`src/rtl/instr_fetch_pkg.sv`:
```
// Shared RV32I front-end definitions: fetch FSM states, the canonical NOP
// and major opcodes used by fetch, decode and ImmGen.
package instr_fetch_pkg;

  typedef enum logic [1:0] {
    S_RESET = 2'd0,
    S_FETCH = 2'd1,
    S_STALL = 2'd2,
    S_DROP  = 2'd3
  } fetch_state_t;

  // addi x0, x0, 0
  localparam logic [31:0] NOP_INSTR = 32'h0000_0013;

  localparam logic [6:0] OP_IMM    = 7'b0010011;
  localparam logic [6:0] OP_LOAD   = 7'b0000011;
  localparam logic [6:0] OP_STORE  = 7'b0100011;
  localparam logic [6:0] OP_BRANCH = 7'b1100011;

endpackage

```
`src/rtl/instr_fetch_if.sv`:
```
// Fetch-stage bus bundle: instruction-memory request/response, decode
// hand-off and execute redirect, seen from the fetch unit (master) and its peers.
interface instr_fetch_if;

  logic        imemReq;
  logic [31:0] imemAddr;
  logic        imemValid;
  logic [31:0] imemRdata;
  logic [31:0] instruction;
  logic [31:0] pcOut;
  logic        instrValid;
  logic        instrReady;
  logic        branchTaken;
  logic [31:0] branchTarget;
  logic        misaligned;

  modport master (
    output imemReq, imemAddr, instruction, pcOut, instrValid, misaligned,
    input  imemValid, imemRdata, instrReady, branchTaken, branchTarget
  );

  modport slave (
    input  imemReq, imemAddr, instruction, pcOut, instrValid, misaligned,
    output imemValid, imemRdata, instrReady, branchTaken, branchTarget
  );

endinterface

```
`src/rtl/instr_fetch_skid_buf.sv`:
```
// One-entry skid buffer holding a fetched word and its PC while the output
// register is blocked by decode back-pressure.
module fetch_skid_buf (
  input  logic        clk,
  input  logic        rst_n,
  input  logic        i_push,
  input  logic        i_pop,
  input  logic        i_flush,
  input  logic [31:0] i_data,
  input  logic [31:0] i_pc,
  output logic        o_valid,
  output logic [31:0] o_data,
  output logic [31:0] o_pc
);

  logic        r_valid;
  logic [31:0] r_data;
  logic [31:0] r_pc;

  // Flush beats push/pop so a redirect never leaves a stale entry behind
  always_ff @(posedge clk) begin
    if (!rst_n) begin
      r_valid <= 1'b0;
      r_data  <= '0;
      r_pc    <= '0;
    end else if (i_flush) begin
      r_valid <= 1'b0;
    end else if (i_push) begin
      r_valid <= 1'b1;
      r_data  <= i_data;
      r_pc    <= i_pc;
    end else if (i_pop) begin
      r_valid <= 1'b0;
    end
  end

  assign o_valid = r_valid;
  assign o_data  = r_data;
  assign o_pc    = r_pc;

endmodule

```
`src/rtl/instr_fetch.sv`:
```
// RV32I fetch stage: owns the PC, keeps one request outstanding to
// instruction memory and hands instruction+PC to decode with a skid buffer.
module instr_fetch #(
  parameter logic [31:0] RESET_PC  = 32'h0000_0000,
  parameter logic [31:0] NOP_INSTR = instr_fetch_pkg::NOP_INSTR
) (
  input logic           clk,
  input logic           rst_n,
  instr_fetch_if.master bus
);
  import instr_fetch_pkg::*;

  fetch_state_t r_state, w_nextState;

  logic [31:0] r_pc;
  logic [31:0] r_dropAddr;
  logic [31:0] r_instr;
  logic [31:0] r_pcOut;
  logic        r_instrValid;
  logic        r_misaligned;

  logic        w_transfer;
  logic        w_loadOut;
  logic        w_fromSkid;
  logic        w_push;
  logic        w_pop;
  logic        w_flush;
  logic        w_skidValid;
  logic [31:0] w_skidData;
  logic [31:0] w_skidPc;
  logic [31:0] w_pcPlus4;
  logic [31:0] w_target;

  assign w_transfer = r_instrValid & bus.instrReady;
  assign w_pcPlus4  = r_pc + 32'd4;
  assign w_target   = {bus.branchTarget[31:2], 2'b00};

  always_ff @(posedge clk) begin
    if (!rst_n) r_state <= S_RESET;
    else        r_state <= w_nextState;
  end

  // A redirect overrides every other decision; otherwise a returned word goes
  // to the output register when it is free or draining, else to the skid.
  always_comb begin
    w_nextState = r_state;
    w_loadOut   = 1'b0;
    w_fromSkid  = 1'b0;
    w_push      = 1'b0;
    w_pop       = 1'b0;
    w_flush     = 1'b0;
    if (bus.branchTaken) begin
      w_flush = 1'b1;
      case (r_state)
        S_FETCH, S_DROP: w_nextState = bus.imemValid ? S_FETCH : S_DROP;
        default:         w_nextState = S_FETCH;
      endcase
    end else begin
      case (r_state)
        S_RESET: w_nextState = S_FETCH;
        S_FETCH: begin
          if (bus.imemValid) begin
            if (!r_instrValid || w_transfer) begin
              w_loadOut = 1'b1;
            end else begin
              w_push      = 1'b1;
              w_nextState = S_STALL;
            end
          end
        end
        S_STALL: begin
          if (w_transfer) begin
            w_fromSkid  = 1'b1;
            w_pop       = 1'b1;
            w_nextState = S_FETCH;
          end
        end
        S_DROP:  if (bus.imemValid) w_nextState = S_FETCH;
        default: w_nextState = S_RESET;
      endcase
    end
  end

  // The stale address is held in S_DROP so the outstanding request stays stable
  always_ff @(posedge clk) begin
    if (!rst_n) begin
      r_pc         <= RESET_PC;
      r_dropAddr   <= RESET_PC;
      r_instr      <= NOP_INSTR;
      r_pcOut      <= RESET_PC;
      r_instrValid <= 1'b0;
      r_misaligned <= 1'b0;
    end else begin
      r_misaligned <= bus.branchTaken & (|bus.branchTarget[1:0]);
      if (bus.branchTaken) begin
        r_instrValid <= 1'b0;
        r_instr      <= NOP_INSTR;
        r_pc         <= w_target;
        if (r_state == S_FETCH) r_dropAddr <= r_pc;
      end else begin
        if (w_loadOut) begin
          r_instr      <= bus.imemRdata;
          r_pcOut      <= r_pc;
          r_instrValid <= 1'b1;
        end else if (w_fromSkid) begin
          r_instr      <= w_skidData;
          r_pcOut      <= w_skidPc;
          r_instrValid <= 1'b1;
        end else if (w_transfer) begin
          r_instrValid <= 1'b0;
        end
        if (r_state == S_FETCH && bus.imemValid) r_pc <= w_pcPlus4;
      end
    end
  end

  fetch_skid_buf u_skid (
    .clk    (clk),
    .rst_n  (rst_n),
    .i_push (w_push),
    .i_pop  (w_pop),
    .i_flush(w_flush),
    .i_data (bus.imemRdata),
    .i_pc   (r_pc),
    .o_valid(w_skidValid),
    .o_data (w_skidData),
    .o_pc   (w_skidPc)
  );

  assign bus.imemReq     = (r_state == S_FETCH) || (r_state == S_DROP);
  assign bus.imemAddr    = (r_state == S_DROP) ? r_dropAddr : r_pc;
  assign bus.instruction = r_instr;
  assign bus.pcOut       = r_pcOut;
  assign bus.instrValid  = r_instrValid;
  assign bus.misaligned  = r_misaligned;

endmodule
```
`src/flat_wrapper.sv`:
```
// flat-port wrapper written by rule: the top's interface ports become plain ports
module instr_fetch_flat import instr_fetch_pkg::*;
#(
  parameter logic [31:0] RESET_PC  = 32'h0000_0000,
  parameter logic [31:0] NOP_INSTR = instr_fetch_pkg::NOP_INSTR
)
  (clk, rst_n, bus_imemReq, bus_imemAddr, bus_instruction, bus_pcOut, bus_instrValid, bus_misaligned, bus_imemValid, bus_imemRdata, bus_instrReady, bus_branchTaken, bus_branchTarget);
  instr_fetch_if bus_i ();
  input logic clk;
  input logic rst_n;
  output wire logic [$bits(bus_i.imemReq)-1:0] bus_imemReq;
  output wire logic [$bits(bus_i.imemAddr)-1:0] bus_imemAddr;
  output wire logic [$bits(bus_i.instruction)-1:0] bus_instruction;
  output wire logic [$bits(bus_i.pcOut)-1:0] bus_pcOut;
  output wire logic [$bits(bus_i.instrValid)-1:0] bus_instrValid;
  output wire logic [$bits(bus_i.misaligned)-1:0] bus_misaligned;
  input wire logic [$bits(bus_i.imemValid)-1:0] bus_imemValid;
  input wire logic [$bits(bus_i.imemRdata)-1:0] bus_imemRdata;
  input wire logic [$bits(bus_i.instrReady)-1:0] bus_instrReady;
  input wire logic [$bits(bus_i.branchTaken)-1:0] bus_branchTaken;
  input wire logic [$bits(bus_i.branchTarget)-1:0] bus_branchTarget;
  assign bus_imemReq = bus_i.imemReq;
  assign bus_imemAddr = bus_i.imemAddr;
  assign bus_instruction = bus_i.instruction;
  assign bus_pcOut = bus_i.pcOut;
  assign bus_instrValid = bus_i.instrValid;
  assign bus_misaligned = bus_i.misaligned;
  assign bus_i.imemValid = bus_imemValid;
  assign bus_i.imemRdata = bus_imemRdata;
  assign bus_i.instrReady = bus_instrReady;
  assign bus_i.branchTaken = bus_branchTaken;
  assign bus_i.branchTarget = bus_branchTarget;
  instr_fetch #(.RESET_PC(RESET_PC), .NOP_INSTR(NOP_INSTR)) u_core (.clk(clk), .rst_n(rst_n), .bus(bus_i));
endmodule
```
`config.mk`:
```
export PLATFORM = sky130hd
export DESIGN_NAME = instr_fetch_flat
export DESIGN_NICKNAME = d
export VERILOG_FILES = /design/src/rtl/instr_fetch_pkg.sv /design/src/rtl/instr_fetch_if.sv /design/src/rtl/instr_fetch_skid_buf.sv /design/src/rtl/instr_fetch.sv /design/src/flat_wrapper.sv
export SDC_FILE = /design/constraint.sdc
export NUM_CORES = 1
export LEC_CHECK = 0
export ABC_CLOCK_PERIOD_IN_PS = 4300
export CORE_AREA = 2 2 126 128
export CTS_CLUSTER_DIAMETER = 40
export DETAILED_ROUTE_END_ITERATION = 10
export DIE_AREA = 0 0 128 130
export GPL_ROUTABILITY_DRIVEN = 0
export HOLD_SLACK_MARGIN = 0.03
export PLACE_DENSITY = 0.84
export RECOVER_POWER = 100
export SLEW_MARGIN = 20
export SYNTH_ARGS = -nofsm -noshare
export SYNTH_HDL_FRONTEND = slang
export SYNTH_SLANG_ARGS = --single-unit
```
`constraint.sdc`:
```
create_clock -name clk -period 4.3 [get_ports clk]
set_input_delay 0.86 -clock clk [delete_from_list [all_inputs] [get_ports clk]]
set_output_delay 0.86 -clock clk [all_outputs]
set_load 0.01 [all_outputs]
```
==> summary.md, run 1 <==
| Metric | Value |
|---|---|
| Status | finished with violations |
| Failing checks | max-capacitance violations, max-slew violations |
| Remaining Overflow, GRT | 0 |
| Core area | ~15000 sq um |
| Setup TNS | 0 ps |
| Post-synthesis sequential area ratio | 45.56% |
| R2r setup slk | approximately 1200 ps |
| Total Power | 3.826 mW |
| Synth cell types | 54 |
| Syn. warnings | 0 |
| Final HPWL DP | around 14 mm |
| Period utilization | 81.83% |
| GR Util All Layers | 26.68% |
| Worst VDD drop | 296.8 uV |
| # IOs | 168 |
| First-iteration detailed-routing DRC count | roughly 690 |
| Via count | 8046 |
| Synth-to-Final Area Change | 26.82% |
| Async SR Flop Fraction | 0% |
| Slew HR | -4.120% |
| Port Buf Inserts | 163 |
| Fillers | 1266 |
| Crit Reg-Reg Startpoint | u_core.r_state[1] |
| Worst Clk Skew | 10.66 ps |
| DRT antenna net count | 0 |
| Die width | 128 um |
| Setup repair bufs after CTS | 0 |
| Largest net degree at the start of global routing | 123 |
| Vias per inst | ~6 |
| Number of flops mapped to enable cells by yosys | 0 |
| Crit path DAT | about 3900 ps |
| Final setup viols | 0 |
| H-tree depth | 4 |
| Core Rows | 46 |
| Storage cell area | between 3000 and 4000 sq um |
| Layout cells sized above 1 | 6.935% |
| Die Y-Extent | roughly 130 um |
| Critical Path End | u_core.bus.instruction[10] |
| Total wire length | 22.40 mm |
| Root Driver | clkbuf_16 |
| Clock Pin Slew Worst Setup and Hold Paths | about 60 ps |
| CTS Sinks | around 190 |
| R2R depth | 5 |
| Minimum clock period | 3518 ps |
| Startpoint Class | primary input |
| Num CTS Buffers | 17 |
| Die Area | around 17000 sq um |
| RSZ-0062 raised after global routing | no |
| Cts hold-fix bufs | 0 |
| MaxCap Viol Count | 1 |
| CTS tree | done |
| Synth Register Bits | roughly 190 |
| Gate Count Post-Synth | 1058 |
| Post-CTS resize count | 0 |
| Fin nets | 1225 |
| Maximum clock frequency | 284.2 MHz |
| Initial antenna violation count | 1 |
| Setup CP Type | primary input to flop |
| Pwr dens | between 300 and 400 nW/um^2 |
| Footprint of the multi-input gates | 4074 sq um |
| Syn_area_per_cell | 7.809 sq um |
| Leak Pwr | 3.779 nW |
| Clk_lat worst skew | 440 ps |
| DR pass1 iterations | 6 |
| Worst hold path class | flop to flop |
| First-pass GRT wire length | between 30 and 40 mm |
| Slew Limit Fails | 42 |
| CP Max Fanout | 81 |
| Slew @ Worst Pin | 1562 ps |
| Critical path required time | roughly 4600 ps |
| Top_reg_cell synth | dfxtp_1 |
| Clk buf depth | 2 |
| Wire per inst | 16.46 um |
| Crit. End Element | flop |
| DRC violations left | 0 |
| Syn Std Cell Area | roughly 8300 sq um |
| Final Hold Viols | 0 |
| Worst r2r dst | u_core.bus.instruction[10] |
| Setup crit start | bus_imemValid |
| Initial Util | 53.56% |
| Vias in the first global route | 7090 |
cell type report:
type / instances / area share, %
Clock inverter: 12 / 1.326
Sequential cell: 188 / 35.92
Antenna cell: 1 / 0.02388
Timing Repair Buffer: 180 / 16.96
Multi-Input combinational cell: 762 / 38.88
Tap cell: 192 / 2.293
Inverter: 6 / 0.2388
Clock buffer: 20 / 4.359
metal layers:
layer	GRT usage, %	vias to the layer above	wire length, um
met2	42.65	354	10700
met3	5.453	55	1525
met4	11.05	0	645
met1	35.56	3787	9530
met5	0	-	0
li1	-	3850	-
cells in the final DEF, fill, tap and decap left out, types with 4 or more instances in the layout:
cell	instances
a211oi_1	9
a21oi_1	104
a311oi_1	64
and3_1	6
and4_1	9
buf_4	11
clkbuf_1	5
clkbuf_16	17
clkdlybuf4s50_1	71
clkinvlp_4	4
conb_1	4
dfxtp_1	188
dlygate4sd3_1	92
inv_1	5
mux2_2	27
nand2_1	321
nand3_1	15
nand4_1	11
nor2_1	71
nor3_1	13
nor4_1	13
o21ai_0	28
or3_1	7
xnor2_1	8
cell usage after synthesis, drive strengths merged, types with 14 or more instances:
cell	n	area, sq um
nand2	322	1211
dfxtp	188	3764
a21oi	104	520.5
clkbuf	89	334.1
nor2	71	266.5
a311oi	64	560.5
mux2	30	337.8
o21ai	28	140.1
buf	16	100.1
nand3	15	75.07
nor3	15	80.08
nor4	14	93.84
sequential cells by signal, indices dropped and copies added (netlist names):
name / cells
u_core.bus.instrValid: 1
u_core.bus.instruction: 32
u_core.bus.misaligned: 1
u_core.bus.pcOut: 30
u_core.r_dropAddr: 30
u_core.r_pc: 30
u_core.r_state: 2
u_core.u_skid.o_data: 32
u_core.u_skid.o_pc: 30
critical path, cell delays in order:
cell and delay (ps):
clkdlybuf4s50_1 540, nand3b_1 430, or3_1 1220, buf_16 360, nor2_1 90, a311oi_1 270
stage by stage:
| step | setup WS (ps) | hold slack [ps] | util, % | cell area, sq um | cells |
|---|---|---|---|---|---|
| 2_1_floorplan | 2049 | 433.8 | - | 8273 | 1061 |
| 3_3_place_gp | 977.6 | 439.2 | 63.98 | 9869 | 1327 |
| 3_5_place_dp | 875.7 | 446.5 | 64.01 | 9873 | 1327 |
| 4_1_cts | 1247 | 455.5 | 67.87 | 10470 | 1359 |
| 5_1_grt | 591.7 | 467.2 | 67.93 | 10480 | 1361 |
| 6_report | 781.5 | 455.2 | 67.93 | 10480 | 1361 |
how the worst min path moves through the flow:
stage	startpoint	endpoint	cells past startpoint
2_1_floorplan	u_core.r_dropAddr[10]	u_core.r_dropAddr[10]	2
3_3_place_gp	u_core.r_dropAddr[10]	u_core.r_dropAddr[10]	2
3_5_place_dp	u_core.u_skid.o_data[29]	u_core.u_skid.o_data[29]	2
4_1_cts	u_core.u_skid.o_data[29]	u_core.u_skid.o_data[29]	2
5_1_grt	u_core.r_dropAddr[30]	u_core.r_dropAddr[30]	2
6_report	u_core.u_skid.o_pc[25]	u_core.u_skid.o_pc[25]	2
report_power, final:
group          switching (mW)  internal (mW)  leakage [nW]  total [mW]
registers              0.0665           1.79          1.53        1.86
logic                   0.186          0.188          1.97       0.374
clock network           0.699          0.893         0.279        1.59
total                   0.952           2.87          3.78        3.83
kinds of logic after synthesis:
| kind of cell | synth area share (%) |
|---|---|
| AND/OR/NAND/NOR | 25.94 |
| AO/OA/AOI/OAI | 17.48 |
| flip-flops | 45.56 |
| buffers and inverters | 5.528 |
| multiplexers | 4.452 |
| XOR/XNOR | 0.8481 |
| adder cells (fa/ha/maj) | 0.1514 |
| other | 0.04539 |
Note: power is estimated with default switching activity, not from simulation.
==> run 2: changes to the inputs <==
ABC_CLOCK_PERIOD_IN_PS = 3700   (was 4300)
CORE_AREA = 2 2 130 132   (was 2 2 126 128)
DIE_AREA = 0 0 132 134   (was 0 0 128 130)
PLACE_DENSITY = 0.79   (was 0.84)
clock period = 3.7 ns   (was 4.3 ns; I/O delays follow)
==> summary.md, run 2 (synthesized netlist as in run 1, its figures left out) <==
| Metric | Value |
|---|---|
| Final setup viols | 0 |
| Clk_lat worst skew | 430 ps |
| CTS Sinks | roughly 190 |
| Critical path required time | slightly above 4000 ps |
| Setup WS pre-CTS | 618.9 ps |
| Crit. End Element | flop |
| Startpoint Class | primary input |
| DRC violations left | 0 |
| Largest net degree at the start of global routing | 116 |
| Vias per inst | 5.684 |
| Port Buf Inserts | 163 |
| Commonest non-fill, non-tap cell in the layout | nand2_1 |
| Crit-path cells | dlygate4sd3_1, buf_4, inv_1, clkbuf_2, nor3b_1, buf_4, nand2_1, a21oi_1 |
| First-pass GRT wire length | around 37 mm |
| Commonest cells after routing, fill and taps aside | nand2_1, dfxtp_1, a21oi_1 |
| Minimum clock period | about 3000 ps |
| Worst Clk Skew | 7.662 ps |
| Worst VDD drop | 310.5 uV |
| First-iteration detailed-routing DRC count | 742 |
| CP dominant cell by count | buf_4 |
| CP max stage delay | 600 ps |
| GR Util All Layers | 25.40% |
| Setup repair bufs after CTS | 0 |
| Slew @ Worst Pin | 1175 ps |
| Post-CTS resize count | 0 |
| Status | finished, final reports clean |
| Crit path DAT | 3390 ps |
| DRT antenna net count | 0 |
| Core area | about 16000 sq um |
| Fin cells | approximately 1400 |
| H-tree depth | 4 |
| Wire per inst | 15.98 um |
| Layout cells sized above 1 | 7.908% |
| MaxCap Viol Count | 0 |
| # IOs | 168 |
| Via count | 7940 |
| Setup TNS | 0 ps |
| Remaining Overflow, GRT | 0 |
| Total wire length | 22.32 mm |
| Initial antenna violation count | 1 |
| Die width | 132 um |
| Die Area | 17690 sq um |
| CTS tree | done |
| RSZ-0062 raised after global routing | no |
| DR pass1 iterations | 6 |
| Worst hold path class | flop to flop |
| Maximum clock frequency | 329.1 MHz |
| Leak Pwr | 3.824 nW |
| Clock Pin Slew Worst Setup and Hold Paths | 70 ps |
| # placed instances | 1363 |
| Cts hold-fix bufs | 0 |
| Final Hold Viols | 0 |
| R2r setup slk | roughly 1200 ps |
| Die Y-Extent | ~130 um |
| Slew Limit Fails | 0 |
| Root Driver | clkbuf_16 |
| Synth-to-Final Area Change | 27.67% |
| Num CTS Buffers | 17 |
| Vias in the first global route | roughly 7000 |
| Crit-path slowest cell | dlygate4sd3_1 |
| CP Max Fanout | 54 |
| Clk buf depth | 2 |
| Pwr dens | 414.1 nW/um^2 |
| Core Rows | 47 |
| Final HPWL DP | between 10 and 15 mm |
| Initial Util | 50.72% |
| Post-route setup slack | 661.5 ps |
| Fin nets | 1233 |
| Slew HR | 21.67% |
| Period utilization | 82.12% |
| Setup CP Type | primary input to flop |
| Fillers | 1425 |
## run 2: stage by stage
step	hold slack (ps)	cell area [sq um]	util, %	power [mW]
finish	453.2	10550	64.75	4.368
global route	470.1	10550	64.74	4.523
CTS	455.0	10550	64.75	4.415
detailed placement	445.7	9977	61.25	2.659
global placement	439.2	9977	61.25	2.652
floorplan	433.8	8273	-	2.415
## run 2: cell type report
| cell class | count | area [sq um] | area share, % |
|---|---|---|---|
| Multi-Input combinational cell | 762 | 4059 | 38.48 |
| Sequential cell | 188 | 3764 | 35.68 |
| Timing Repair Buffer | 188 | 1852 | 17.56 |
| Clock buffer | 20 | 456.7 | 4.330 |
| Tap cell | 220 | 275.3 | 2.610 |
| Clock inverter | 12 | 113.9 | 1.079 |
| Inverter | 6 | 25.02 | 0.2372 |
| Antenna cell | 1 | 2.502 | 0.02372 |
## run 2: final timing paths
| path | from | cells after the start | endpoint |
|---|---|---|---|
| worst max-delay path | bus_branchTaken | 8 | u_core.r_dropAddr[27] |
| worst min-delay path | u_core.r_dropAddr[29] | 2 | u_core.r_dropAddr[29] |
| worst max register to register | u_core.r_pc[4] | 4 | u_core.r_pc[28] |
| worst min register to register | u_core.r_dropAddr[29] | 2 | u_core.r_dropAddr[29] |
## run 2: metal layers
metal  GRT usage (%)  share of wire, %  routed length, um  vias up
li1                -                 -                  -     3871
met1           34.89                45               9948     3754
met2           39.24                47              10490      272
met3           5.782               6.2               1391       43
met4           9.300               2.2                493        0
met5               0                 0                  0        -
## run 2: worst max-delay path: cells and delay by family
kind / cells / cell delay, ps
buffers and inverters: 5 / 1910
AO/OA/AOI/OAI: 1 / 160
AND/OR/NAND/NOR: 2 / 560
## run 2: report_power, final
| group | switching, mW | internal (mW) |
|---|---|---|
| logic | 0.217 | 0.220 |
| registers | 0.0757 | 2.08 |
| clock network | 0.800 | 0.970 |
